**src/rtl/mem_arb_pkg.sv**
```systemverilog
// Shared types for the instruction/data memory arbiter.
package mem_arb_pkg;

    localparam int ARB_DATA_W = 32;
    localparam int ARB_STRB_W = ARB_DATA_W / 8;

    typedef logic [31:0] vaddr_t;
    typedef logic [31:0] paddr_t;

    typedef enum logic [1:0] {
        IDLE = 2'd0,
        REQ  = 2'd1,
        WAIT = 2'd2
    } arb_state_e;

    typedef enum logic {
        INST = 1'b0,
        DATA = 1'b1
    } req_id_e;

    // Captured request; the address is still virtual, translation happens downstream.
    typedef struct packed {
        vaddr_t                  addr;
        logic                    write;
        logic [1:0]              size;
        logic [ARB_STRB_W-1:0]   strobe;
        logic [ARB_DATA_W-1:0]   wdata;
    } mem_req_t;

endpackage

```
**src/rtl/mem_arbiter_translation.sv**
```systemverilog
// Address translation unit: fixed segment mapping.
//   0x8000_0000-0x9FFF_FFFF : cached window, top three bits stripped
//   0xA000_0000-0xBFFF_FFFF : uncached window, top three bits stripped
//   everything else         : identity map, cached
module translation
    import mem_arb_pkg::*;
(
    input  vaddr_t vaddr_i,
    output paddr_t paddr_o,
    output logic   uncached_o
);

    logic cached_win;
    logic uncached_win;

    assign cached_win   = (vaddr_i[31:29] == 3'b100);
    assign uncached_win = (vaddr_i[31:29] == 3'b101);

    assign paddr_o    = (cached_win || uncached_win) ? {3'b000, vaddr_i[28:0]} : vaddr_i;
    assign uncached_o = uncached_win;

endmodule

```
**src/rtl/mem_arbiter.sv**
```systemverilog
// Two-port memory arbiter: instruction fetch and data access share one bus,
// one transaction outstanding at a time (IDLE -> REQ -> WAIT -> IDLE).
// Optional feature macro MEM_ARB_RR_EN: round-robin arbitration between the
// two requesters; without it data always wins over instruction fetch.
module mem_arbiter
    import mem_arb_pkg::*;
#(
    parameter int DATA_W = ARB_DATA_W,
    parameter int STRB_W = DATA_W / 8
) (
    input  logic              clk,
    input  logic              resetn,
    input  logic              ireq_valid,
    input  logic [31:0]       ireq_addr,
    output logic              ireq_ready,
    output logic              iresp_valid,
    output logic [DATA_W-1:0] iresp_data,
    input  logic              dreq_valid,
    input  logic [31:0]       dreq_addr,
    input  logic              dreq_write,
    input  logic [1:0]        dreq_size,
    input  logic [STRB_W-1:0] dreq_strobe,
    input  logic [DATA_W-1:0] dreq_wdata,
    output logic              dreq_ready,
    output logic              dresp_valid,
    output logic [DATA_W-1:0] dresp_data,
    output logic              bus_req_valid,
    output logic [31:0]       bus_req_addr,
    output logic              bus_req_uncached,
    output logic              bus_req_write,
    output logic [1:0]        bus_req_size,
    output logic [STRB_W-1:0] bus_req_strobe,
    output logic [DATA_W-1:0] bus_req_wdata,
    input  logic              bus_req_ready,
    input  logic              bus_resp_valid,
    input  logic [DATA_W-1:0] bus_resp_data
);

    arb_state_e        state_q, state_d;
    mem_req_t          req_q, req_d;
    req_id_e           id_q, id_d;
    logic [DATA_W-1:0] rdata_q, rdata_d;
    logic              iresp_q, iresp_d;
    logic              dresp_q, dresp_d;
    req_id_e           grant_id;
    paddr_t            paddr;
    logic              uncached;

`ifdef MEM_ARB_RR_EN
    req_id_e           last_grant_q;

    // Pick the requester that was not served last when both compete.
    always_comb begin
        grant_id = dreq_valid ? DATA : INST;
        if (ireq_valid && dreq_valid)
            grant_id = (last_grant_q == INST) ? DATA : INST;
    end

    // Remember who won every grant taken in IDLE.
    always_ff @(posedge clk or negedge resetn) begin
        if (!resetn)
            last_grant_q <= INST;
        else if (state_q == IDLE && (ireq_valid || dreq_valid))
            last_grant_q <= grant_id;
    end
`else
    // Fixed priority: data beats instruction fetch.
    always_comb begin
        grant_id = dreq_valid ? DATA : INST;
    end
`endif

    // Translation sees only the captured address, so the bus address is stable through REQ.
    translation u_translation (
        .vaddr_i    (req_q.addr),
        .paddr_o    (paddr),
        .uncached_o (uncached)
    );

    // Next-state, request capture and ready pulses.
    always_comb begin
        state_d    = state_q;
        req_d      = req_q;
        id_d       = id_q;
        rdata_d    = rdata_q;
        iresp_d    = 1'b0;
        dresp_d    = 1'b0;
        ireq_ready = 1'b0;
        dreq_ready = 1'b0;
        case (state_q)
            IDLE: begin
                if (ireq_valid || dreq_valid) begin
                    id_d    = grant_id;
                    state_d = REQ;
                    if (grant_id == DATA) begin
                        dreq_ready = 1'b1;
                        req_d = '{addr: dreq_addr, write: dreq_write, size: dreq_size,
                                  strobe: dreq_strobe, wdata: dreq_wdata};
                    end else begin
                        ireq_ready = 1'b1;
                        req_d = '{addr: ireq_addr, write: 1'b0, size: 2'd2,
                                  strobe: '0, wdata: '0};
                    end
                end
            end
            REQ: begin
                if (bus_req_ready)
                    state_d = WAIT;
            end
            WAIT: begin
                if (bus_resp_valid) begin
                    rdata_d = bus_resp_data;
                    iresp_d = (id_q == INST);
                    dresp_d = (id_q == DATA);
                    state_d = IDLE;
                end
            end
            default: state_d = IDLE;
        endcase
    end

    // State and captured-request registers.
    always_ff @(posedge clk or negedge resetn) begin
        if (!resetn) begin
            state_q <= IDLE;
            req_q   <= '0;
            id_q    <= INST;
            rdata_q <= '0;
            iresp_q <= 1'b0;
            dresp_q <= 1'b0;
        end else begin
            state_q <= state_d;
            req_q   <= req_d;
            id_q    <= id_d;
            rdata_q <= rdata_d;
            iresp_q <= iresp_d;
            dresp_q <= dresp_d;
        end
    end

    // Bus payload is driven only while requesting; zero otherwise.
    assign bus_req_valid    = (state_q == REQ);
    assign bus_req_addr     = bus_req_valid ? paddr        : '0;
    assign bus_req_uncached = bus_req_valid ? uncached     : 1'b0;
    assign bus_req_write    = bus_req_valid ? req_q.write  : 1'b0;
    assign bus_req_size     = bus_req_valid ? req_q.size   : 2'd0;
    assign bus_req_strobe   = bus_req_valid ? req_q.strobe : '0;
    assign bus_req_wdata    = bus_req_valid ? req_q.wdata  : '0;

    assign iresp_valid = iresp_q;
    assign dresp_valid = dresp_q;
    assign iresp_data  = iresp_q ? rdata_q : '0;
    assign dresp_data  = dresp_q ? rdata_q : '0;

endmodule
```
**config.mk**
```make
export PLATFORM = sky130hd
export DESIGN_NAME = mem_arbiter
export DESIGN_NICKNAME = d
export VERILOG_FILES = /design/src/rtl/mem_arb_pkg.sv /design/src/rtl/mem_arbiter_translation.sv /design/src/rtl/mem_arbiter.sv
export SDC_FILE = /design/constraint.sdc
export NUM_CORES = 1
export LEC_CHECK = 0
export ABC_AREA = 1
export BUFFER_PORTS_ARGS = -buffer_cell sky130_fd_sc_hd__buf_4
export CAP_MARGIN = 20
export CORE_MARGIN = 4
export CORE_UTILIZATION = 33
export DETAILED_ROUTE_END_ITERATION = 8
export HOLD_SLACK_MARGIN = 0.12
export MAX_ROUTING_LAYER = met4
export PLACE_DENSITY = 0.57
export SYNTH_ARGS = -nofsm -noshare
export SYNTH_HDL_FRONTEND = slang
export SYNTH_SLANG_ARGS = --single-unit
```
**constraint.sdc**
```tcl
create_clock -name clk -period 1.5 [get_ports clk]
set_input_delay 0.15 -clock clk [delete_from_list [all_inputs] [get_ports clk]]
set_output_delay 0.15 -clock clk [all_outputs]
set_load 0.05 [all_outputs]
```
## Word level (Yosys, flattened, before mapping)

Index checks and enable logic that the tools add are counted.

| word-level totals | value |
|---|---|
| bits in registers | 108 |
| output and inout bits | 141 |
| logic and storage cells | 49 |

| cells by class | value |
|---|---|
| equal/unequal tests | 7 |
| mux-type cells | 25 |
| bitwise gates (word level) | 1 |
| reductions and logical operators | 6 |

Operators with widths:

| kind | number |
|---|---|
| $mux 32 | 5 |
| $mux 71 | 1 |
| $mux 1 | 13 |
| $mux 2 | 4 |
| $eq 3x3->1 const B | 2 |
| $pmux 2 s3 | 1 |
| $mux 4 | 1 |
| $ne 2x2->1 const B | 2 |
| $reduce_and 2->1 | 2 |
| $reduce_and 3->1 | 1 |
| $eq 2x1->1 const B | 1 |
| $eq 2x2->1 const B | 1 |
| $logic_not 2->1 | 1 |
| $logic_or 1x1->1 | 2 |
| $ne 2x1->1 const B | 1 |
| $not 1->1 | 1 |

## Longest topological paths before layout

Gate-level depths: netlist (run 1).

| logic depth | value |
|---|---|
| depth in word-level cells | 4 |
| depth in mapped cells | 6 |
| gate-level depth less buffers | 5 |

## Hierarchy

Synthesis (run 1) repeated with hierarchy kept, for this count alone.

| second synthesis, totals | value |
|---|---|
| cell total of the unflattened synthesis | 895 |
| area total of the unflattened synthesis | 6034.5 um^2 |

Modules (own cells, without submodules):

| module | instances | cells each | area an instance (um^2) | seq. area each (um^2) |
|---|---|---|---|---|
| mem_arbiter | 1 | 858 | 5781.8 | 2702.6 |
| translation | 1 | 37 | 252.7 | 0.0 |

## Least setup slack after synthesis (run 1)

Ideal clock, no wire load.

| timing | value |
|---|---|
| path kind | reg2out |
| start | reg state_q[1] |
| end | out ireq_ready |
| arrival time | 1575 ps |
| path slack | -225 ps |
| stages on the path, launching flop included | 4 |
| path through | dfrtp_1 inv_2 nand2_1 nor3_1 |

| between the ends | value |
|---|---|
| word-level cells in the longest chain between the ends | 2 |

RTL lines:

| element | RTL line | text |
|---|---|---|
| start: declaration | mem_arbiter.sv:39 | `arb_state_e state_q, state_d;` |
| start signal: assignment | mem_arbiter.sv:132 | `state_q <= state_d;` |
| $logic_not 2->1 | mem_arbiter.sv:90 | `case (state_q)` |
| $mux 1 | mem_arbiter.sv:90 |  |
| end: declaration | mem_arbiter.sv:15 | `output logic ireq_ready,` |

No other way between the ends.

## Final worst setup path (run 1)

| timing | value |
|---|---|
| start | reg state_q[1] |
| end | out bus_req_addr[1] |

| between the ends | value |
|---|---|
| word-level cells in the longest chain between the ends | 2 |

RTL lines:

| element | RTL line | text |
|---|---|---|
| $eq 2x1->1 | mem_arbiter.sv:142 | `assign bus_req_valid = (state_q == REQ);` |
| $mux 32 | mem_arbiter.sv:143 | `assign bus_req_addr = bus_req_valid ? paddr : '0;` |
| end: declaration | mem_arbiter.sv:28 | `output logic [31:0] bus_req_addr,` |

No other way between the ends.

==> impl_metrics.yaml, run 1 <==
power_and_ir_drop:
  ir_drop_mv: 0.957
  p_int_mw: 9.23
  switching_power_mw: 8.48
  p_comb_share_pct: 57.9
  p_leak_nw: 6.01
  clkPwrFrac_pct: 13.7
  power_frac_seq_pct: 28.4
  switching_share_pct: 47.9
  powerDensity_nw_per_um2: 1730
finish:
  diodes: 0
  seq_area_sq_um: 2710
  syn_to_final_growth_pct: 80.5
  multi_input_comb_area_sq_um: 2310
  drive_gt1_share_pct: 29.7
  fin_nets: 1395
  instances_no_fill: 1479
  fin_util_pct: 61.4
  fillers: 1546
placement:
  place.gp.congestion: 0.896
  placed_cells_incl_taps: 1330
  io_buffers: 281
  hpwl_microns: 13400
yosys:
  synth_compound_area_share_pct: 3.00
  synth_most_common_cell: "nand2_1"
  synthArstFlopShare_pct: 100
  synth_top_area_share_pct: 47.6
  yosys.area_share.simple_pct: 34.0
  synth_top_family_by_area: "simple AND/OR/NAND/NOR gates"
  synth_common_cells: "nand2_1, inv_1, dfrtp_1"
  synth_warnings: 0
  synth-edff-count: 0
  yosys.area_share.xor_xnor_pct: 0
  synthFlopType: "dfrtp_1"
  ys_seq_area_share_pct: 47.6
  synth_top_cell_by_area: "dfrtp_1"
  synth_fa_ha_area_share_pct: 0
  synth.distinct_cells: 14
  synth_mux_area_share_pct: 0
  syn_area_sq_um: 5680
  synth_nets: 999
  synthCells: 858
  postSynthAreaPerCell_sq_um: 6.62
  ys_ff_latch: 108
  synth_area_leaders: "dfrtp_1, nand2_1, inv_1"
worst_setup_path:
  worstSetupStartpointType: "flop"
  cp_data_arrival_time_ps: 1480
  cp_data_required_time_ps: 1350
  r2r_cells: 7
  endpoint_kind: "output pin"
  path_class: "reg2out"
  critPathMaxFanout: 30
grt:
  grt-ovfl-total: 0
  grt_pass1_vias: 6249
  grt_pass1_wl_microns: 31400
  antenna_found_initial: 0
  grt_max_degree: 66
  grtUsageTotal_pct: 20.4
drt:
  via_count: 6369
  drcViolationCount: 0
  wirelength_microns: 20100
  drt-initial-drc-count: 275
  vias_per_cell: 4.31
  wl_per_cell_microns: 13.6
  postRouteAntennaNets: 0
  drt-pass1-iter-count: 4
timing:
  rsz0062_at_grt: "true"
  skew_ps: 4.56
  worstMarginPinSlew_ps: 459
  finalCritPeriodShare_pct: 109
  setup-violations-final: 73
  post-route-worst-setup-slack_ps: -128
  finalHoldViolCount: 0
  fin_crit_ps: 1630
  maxSlewViolCount: 0
  fmax_mhz: 614
  maxSlewHeadroom_pct: 69.4
hold_path:
  hold_class: "in2reg"
  worst_hold_path.num_cells: 5
die:
  die_x_microns: 139
  die_h_microns: 139
  start_util_pct: 34.0
  row_count: 47
  core_area_sq_um: 16700
  ios: 282
  dieArea_sq_um: 19400
clock_network:
  clkTransAtPathRegs_ps: 70
  cts.sinks: 108
  ctsHtreeMaxLevel: 3
  clk_latency_ps: 340
  tritoncts: "yes"
  clk_path_buf_depth: 2
  root_buffer: "clkbuf_16"
  numCtsBuffers: 9
run:
  drv_cap: 0
outcome:
  status: "finished, violations left"
  violations: "negative setup slack"
[cells by family after synthesis]
family	Yosys count
AOI/OAI and AO/OA	34
DFF	108
and+or+nand+nor	499
buffers and inverters	217
[flip-flops by register name, summed over array words and instances (netlist names)]
name and flops:
id_q 1, req_q 71, dresp_valid 1, iresp_valid 1
rdata_q 32, state_q 2
[power by group through the flow]
stage	combinational (mW)	clock [mW]	sequential [mW]
detailed placement	8.48	0	5.02
CTS	9.41	2.52	4.99
global route	11.0	2.64	5.21
global placement	8.41	0	5.02
floorplan	5.83	0	4.85
finish	10.2	2.43	5.03
[placed cells by master, fill, tap and decap left out, drive strengths merged, types with 3 or more instances in the layout]
cell and instances:
nor2 77, clkinv 3, buf 302, dfrtp 108, clkbuf 13, nand2 381
o21ai 34, nand3 40, dlygate4sd3 126, inv 172
[layout make-up]
class                   count  area share, %
inverters                 172           6.42
flip-flops and latches    108           26.4
well taps                 220           2.69
clock buffers              11           2.37
repair buffers            430           39.0
multi-input cells         533           22.5
clock inverters             5          0.586
[per-stage QoR]
step / power, mW / hold slack [ps] / instance area (sq um) / setup slack, ps / setup TNS [ps]
floorplan: 10.7 / -146 / 5690 / -95.6 / -6690
global placement: 13.4 / 84.7 / 8080 / 177 / 0
detailed placement: 13.5 / 84.7 / 8080 / 203 / 0
CTS: 16.9 / 120 / 9960 / -101 / -4750
global route: 18.9 / 149 / 10200 / -195 / -11670
finish: 17.7 / 132 / 10200 / -128 / -5830
[timing repair]
action,CTS,global route
pin swaps,1,2
hold buffers,126,0
gates cloned,0,3
buffers inserted,3,2
hold endpoints to repair,210,0
endpoints found under the setup margin,75,75
gates resized for setup,80,65
[path summary, 6_finish.rpt]
check	from	to	slack, ps
setup / recovery	state_q[1]	bus_req_addr[1]	-130
hold / removal	ireq_addr[23]	req_q[62]	130
setup reg to reg	state_q[0]	req_q[68]	110
hold reg to reg	id_q	iresp_valid	450
max in group asynchronous	resetn	req_q[12]	660
min in group asynchronous	resetn	req_q[21]	250
[worst max-delay path, cell delays in order (launching register included)]
cell,delay [ps]
dfrtp_1,400
inv_2,110
nand2_8,90
buf_12,180
nor2_1,160
buf_6,180
[per-layer routing]
layer  vias up  share of wire, %  GRT usage, %
met5         -                 0             -
met4         0               3.1          6.59
met3        40               7.3          5.69
met2       243                47          32.7
met1      2836                43          25.2
li1       3250                 -             -
Note: power is estimated with default switching activity, not from simulation.
==> run 2: changes to the inputs <==
==> constraint.sdc (replaced) <==
create_clock -name clk -period 1.6 [get_ports clk]
set_input_delay 0.16 -clock clk [delete_from_list [all_inputs] [get_ports clk]]
set_output_delay 0.16 -clock clk [all_outputs]
set_load 0.05 [all_outputs]
==> run 2 against run 1 <==
  * The run still ends with negative setup slack left
  * Clock power is 11% lower
  * Design area is 1.3% higher
  * Largest power group unchanged
  * Die area stayed put
  * First-iteration DRC count is 51% higher
  * Clock skew is 3.3 ps higher
  * Count of clock-buffer cells in the layout is 1 lower
  * Sequential share of layout area is 0.36 points lower
  * Core utilization is 0.79 points higher
  * Critical path type unchanged
  * Setup slack better by 58 ps
==> impl_metrics.yaml, run 2 (synthesized netlist as in run 1, its figures left out) <==
finish:
  diodes: 0
  seq_area_sq_um: 2700
  syn_to_final_growth_pct: 82.9
  instances_no_fill: 1482
  finalInstanceArea_sq_um: 10400
  final_cell_mix: "nand2_1, buf_4, inv_1"
  multi_input_comb_area_sq_um: 2440
  top_regs: "req_q: 71 flops, rdata_q: 32 flops, state_q: 2 flops"
  fin_nets: 1398
  largest_register: "req_q"
  drive_gt1_share_pct: 32.0
  layout_commonest_cell: "nand2_1"
  largest_reg_flops: 71
  fillers: 1465
drt:
  postRouteAntennaNets: 0
  via_count: 6513
  drcViolationCount: 0
  drt-pass1-iter-count: 5
  wirelength_microns: 21300
  wl_per_cell_microns: 14.4
  drt-initial-drc-count: 415
  vias_per_cell: 4.39
power_and_ir_drop:
  clkPwrFrac_pct: 12.7
  switching_share_pct: 49.1
  p_leak_nw: 6.02
  p_comb_share_pct: 59.4
  power_frac_seq_pct: 27.9
  fin_total_pwr_mw: 17.1
  ir_drop_mv: 0.971
  p_int_mw: 8.70
  switching_power_mw: 8.39
  powerDensity_nw_per_um2: 1650
timing:
  finalCritPeriodShare_pct: 104
  skew_ps: 7.83
  setup-violations-final: 47
  maxSlewViolCount: 0
  rsz0062_at_grt: "true"
  maxSlewHeadroom_pct: 75.9
  worstMarginPinSlew_ps: 362
  fin_crit_ps: 1670
  fmax_mhz: 599
  post-route-worst-setup-slack_ps: -69.7
  finalHoldViolCount: 0
  whs_ps: 131
clock_network:
  root_buffer: "clkbuf_16"
  clk_latency_ps: 350
  numCtsBuffers: 9
  ctsHtreeMaxLevel: 3
  clk_path_buf_depth: 2
  cts.sinks: 108
  clkTransAtPathRegs_ps: 70
  tritoncts: "yes"
worst_setup_path:
  r2r-start: "state_q[1]"
  worstSetupStartpointType: "flop"
  endpoint_kind: "output pin"
  critPathMaxStageDelay_ps: 420
  r2r_end: "req_q[24]"
  critPathLaunch: "state_q[1]"
  cp_data_required_time_ps: 1440
  cp_data_arrival_time_ps: 1510
  critPathSlowestCell: "dfrtp_1"
  critPathMaxFanout: 6
  r2r_cells: 6
  path_depth: 5
  critPathBufInv: 3
  path_class: "reg2out"
  cp_top_family: "buffers and inverters"
  r2r_slack_ps: 240
  crit_chain: "inv_4, nand2_4, clkbuf_16, nor2_2, buf_6"
placement:
  dpl_cell_area_sq_um: 8070
  io_buffers: 281
  hpwl_microns: 13800
  pre_cts_ws_ps: 239
  place.gp.congestion: 0.829
  placed_cells_incl_taps: 1334
die:
  dieArea_sq_um: 19400
  die_x_microns: 139
  row_count: 47
  core_area_sq_um: 16700
  die_h_microns: 139
  start_util_pct: 34.0
  ios: 282
hold_path:
  hold_class: "in2reg"
  hold_start: "ireq_addr[6]"
  hold-path-endpoint: "req_q[45]"
  worst_hold_path.num_cells: 5
grt:
  antenna_found_initial: 0
  grt_pass1_vias: 6342
  grt-ovfl-total: 0
  grt_pass1_wl_microns: 32300
  grt_max_degree: 66
  grtUsageTotal_pct: 21.1
run:
  drv_cap: 0
outcome:
  violations: "negative setup slack"
  status: "finished, violations left"
[run 2: worst max path at each step]
stage                        endpoint  slack [ps]
CTS                  bus_req_addr[12]         -60
finish               bus_req_wdata[3]         -70
global placement    bus_req_wdata[31]         290
global route         bus_req_wdata[3]        -150
floorplan             bus_req_addr[0]          -6
detailed placement   bus_req_wdata[1]         240
[run 2: layout make-up]
cell class	count	share of cell area, %
clock inverter	6	0.458
inverter	172	6.24
sequential	108	26.0
multi-input combinational	534	23.5
tap	220	2.65
timing repair buffer	432	38.8
clock buffer	10	2.30
[run 2: worst min-delay path, stage by stage]
cell	delay, ps
buf_4	80
nand2_1	40
nand2_1	70
nand2_1	50
nand2_1	40
[run 2: through the flow]
stage / setup TNS, ps / utilization, %
after floorplan: -393 / -
after global placement: 0 / 48.3
after detailed placement: 0 / 48.3
after CTS: -1860 / 59.6
after global routing: -5980 / 62.2
final: -1160 / 62.2
[run 2: layer usage]
metal  part of all wire, %  global-route usage, %  vias up
met1                    42                   26.4     2972
met4                   2.2                   6.95        0
met3                   6.7                   4.21       30
met5                     0                      -        -
met2                    49                   34.5      251
li1                      -                      -     3260
[run 2: power groups by stage]
stage                     combinational (mW)  clock (mW)  sequential [mW]
after CTS                               9.05        2.25             4.72
after global placement                  7.84           0             4.71
after detailed placement                7.90           0             4.73
after floorplan                         5.46           0             4.55
after global routing                    11.0        2.36             4.92
final                                   10.2        2.17             4.77
[run 2: what timing repair did]
action,CTS,global route
endpoints found under the hold margin,210,0
pin swaps,0,1
hold buffers,123,0
gates resized for setup,93,89
endpoints found under the setup margin,68,87
gates cloned,2,5
buffers inserted,2,0
==> run 3: changes to the inputs <==
--- a/config.mk
+++ b/config.mk
@@ -8,6 +8,7 @@
 export ABC_AREA = 1
 export BUFFER_PORTS_ARGS = -buffer_cell sky130_fd_sc_hd__buf_4
 export CAP_MARGIN = 20
+export CORE_ASPECT_RATIO = 0.8
 export CORE_MARGIN = 4
 export CORE_UTILIZATION = 33
 export DETAILED_ROUTE_END_ITERATION = 8
==> run 3 against run 2 <==
  * The run still ends with negative setup slack left
  * Die area barely moved
  * Worst hold slack got worse by 2.8 ps
  * First-iteration DRC count fell by 14%
  * Cell count fell by 0.40%
  * Critical path type unchanged
  * Register-to-register slack improved by 20 ps
  * Critical path depth did not move
  * Setup slack improved by 18 ps
==> impl_metrics.yaml, run 3 (synthesized netlist as in run 1, its figures left out) <==
finish:
  drive_gt1_share_pct: 31.8
  layout_commonest_cell: "nand2_1"
  diodes: 0
  top_regs: "req_q: 71 flops, rdata_q: 32 flops, state_q: 2 flops"
  fin_util_pct: 62.2
  largest_register: "req_q"
  final_cell_mix: "nand2_1, buf_4, inv_1"
  largest_reg_flops: 71
  syn_to_final_growth_pct: 83.0
  instances_no_fill: 1476
  fin_nets: 1392
  fillers: 1527
timing:
  worstMarginPinSlew_ps: 533
  skew_ps: 4.99
  setup-violations-final: 45
  fmax_mhz: 605
  post-route-worst-setup-slack_ps: -51.8
  fin_crit_ps: 1650
  finalCritPeriodShare_pct: 103
  rsz0062_at_grt: "true"
  finalHoldViolCount: 0
  final.setup.tns_ps: -752
  maxSlewViolCount: 0
  maxSlewHeadroom_pct: 64.4
placement:
  io_buffers: 281
  placed_cells_incl_taps: 1331
  place.gp.congestion: 0.873
  hpwl_microns: 13500
drt:
  drcViolationCount: 0
  drt-initial-drc-count: 357
  via_count: 6366
  wl_per_cell_microns: 13.7
  wirelength_microns: 20200
  drt-pass1-iter-count: 4
  vias_per_cell: 4.31
  postRouteAntennaNets: 0
outcome:
  status: "finished, violations left"
  violations: "negative setup slack"
power_and_ir_drop:
  switching_power_mw: 8.19
  p_int_mw: 8.86
  clkPwrFrac_pct: 13.1
  p_leak_nw: 6.01
  powerDensity_nw_per_um2: 1640
  switching_share_pct: 48.1
  ir_drop_mv: 1.18
  p_comb_share_pct: 59.1
  power_frac_seq_pct: 27.8
grt:
  grt_pass1_vias: 6295
  antenna_found_initial: 0
  grt-ovfl-total: 0
  grt_max_degree: 69
  grt_pass1_wl_microns: 32400
  grtUsageTotal_pct: 21.1
clock_network:
  cts.sinks: 108
  clk_path_buf_depth: 2
  numCtsBuffers: 9
  clkTransAtPathRegs_ps: 70
  clk_latency_ps: 340
  root_buffer: "clkbuf_16"
  ctsHtreeMaxLevel: 3
  tritoncts: "yes"
hold_path:
  hold_class: "in2reg"
worst_setup_path:
  cp_data_arrival_time_ps: 1490
  cp_data_required_time_ps: 1440
  critPathMaxFanout: 14
  worstSetupStartpointType: "flop"
  endpoint_kind: "output pin"
  path_class: "reg2out"
die:
  die_h_microns: 125
  row_count: 42
  die_x_microns: 155
  start_util_pct: 34.0
  dieArea_sq_um: 19400
  ios: 282
  core_area_sq_um: 16700
run:
  drv_cap: 0
[run 3: changes by cell type in the layout (fill, tap and decap cells not counted), sizes merged]
cell / previous run / this run
clkinvlp: 1 / 0
buf: 306 / 303
bufinv: 0 / 1
inv: 174 / 172
nand2: 382 / 381
[run 3: critical path, cell delays in order (launching register included)]
cell and delay (ps):
dfrtp_1 390, inv_2 110, nand2_8 140, buf_12 200
nor2_2 140, buf_6 170
[run 3: layout make-up]
class                      count  area (sq um)  share of cell area (%)
timing repair buffer         427          4020                    38.7
sequential                   108          2700                    26.0
clock inverter                 4          48.8                   0.470
tap                          220           275                    2.65
clock buffer                  12           246                    2.37
inverter                     172           646                    6.22
multi-input combinational    533          2450                    23.6
[run 3: worst paths after layout]
kind / from / to / slack, ps / depth (start not counted)
max in group asynchronous: resetn / req_q[48] / 730 / 3
max: state_q[1] / bus_req_addr[29] / -50 / 5
max reg2reg: state_q[1] / req_q[5] / 260 / 6
min: ireq_addr[1] / req_q[40] / 130 / 5
min reg2reg: id_q / iresp_valid / 470 / 1
min in group asynchronous: resetn / rdata_q[27] / 400 / 3
[run 3: routing by layer]
| metal | vias to the layer above | track usage, % | routed length, microns | part of all wire (%) |
|---|---|---|---|---|
| met3 | 24 | 5.77 | 1580 | 7.8 |
| li1 | 3244 | - | - | - |
| met2 | 236 | 33.0 | 9400 | 46 |
| met1 | 2862 | 27.6 | 8960 | 44 |
| met5 | - | - | 0 | 0 |
| met4 | 0 | 4.72 | 301 | 1.5 |
[run 3: repair_timing]
item / 4_1_cts / 5_1_grt
setup buffers: 2 / 0
gates cloned: 3 / 1
hold buffers: 123 / 0
hold endpoints to repair: 210 / 0
pin swaps: 1 / 1
resized for setup: 135 / 62
endpoints found under the setup margin: 72 / 86
[run 3: power by group through the flow]
stage          clock network, mW  registers, mW  logic, mW
2_1_floorplan                  0           4.55       5.46
3_3_place_gp                   0           4.72       7.80
3_5_place_dp                   0           4.71       7.87
6_report                    2.24           4.74       10.1
5_1_grt                     2.43           4.89       10.8
4_1_cts                     2.32           4.71       9.53
[run 3: metrics by stage]
step,setup WS (ps),instance area (sq um),hold WS (ps),power (mW)
after floorplan,-5.61,5680,-136,10.0
after global placement,161,8050,205,12.5
after detailed placement,171,8050,202,12.6
after CTS,-42.5,10100,121,16.6
after global routing,-116,10400,131,18.1
final,-51.8,10400,128,17.0
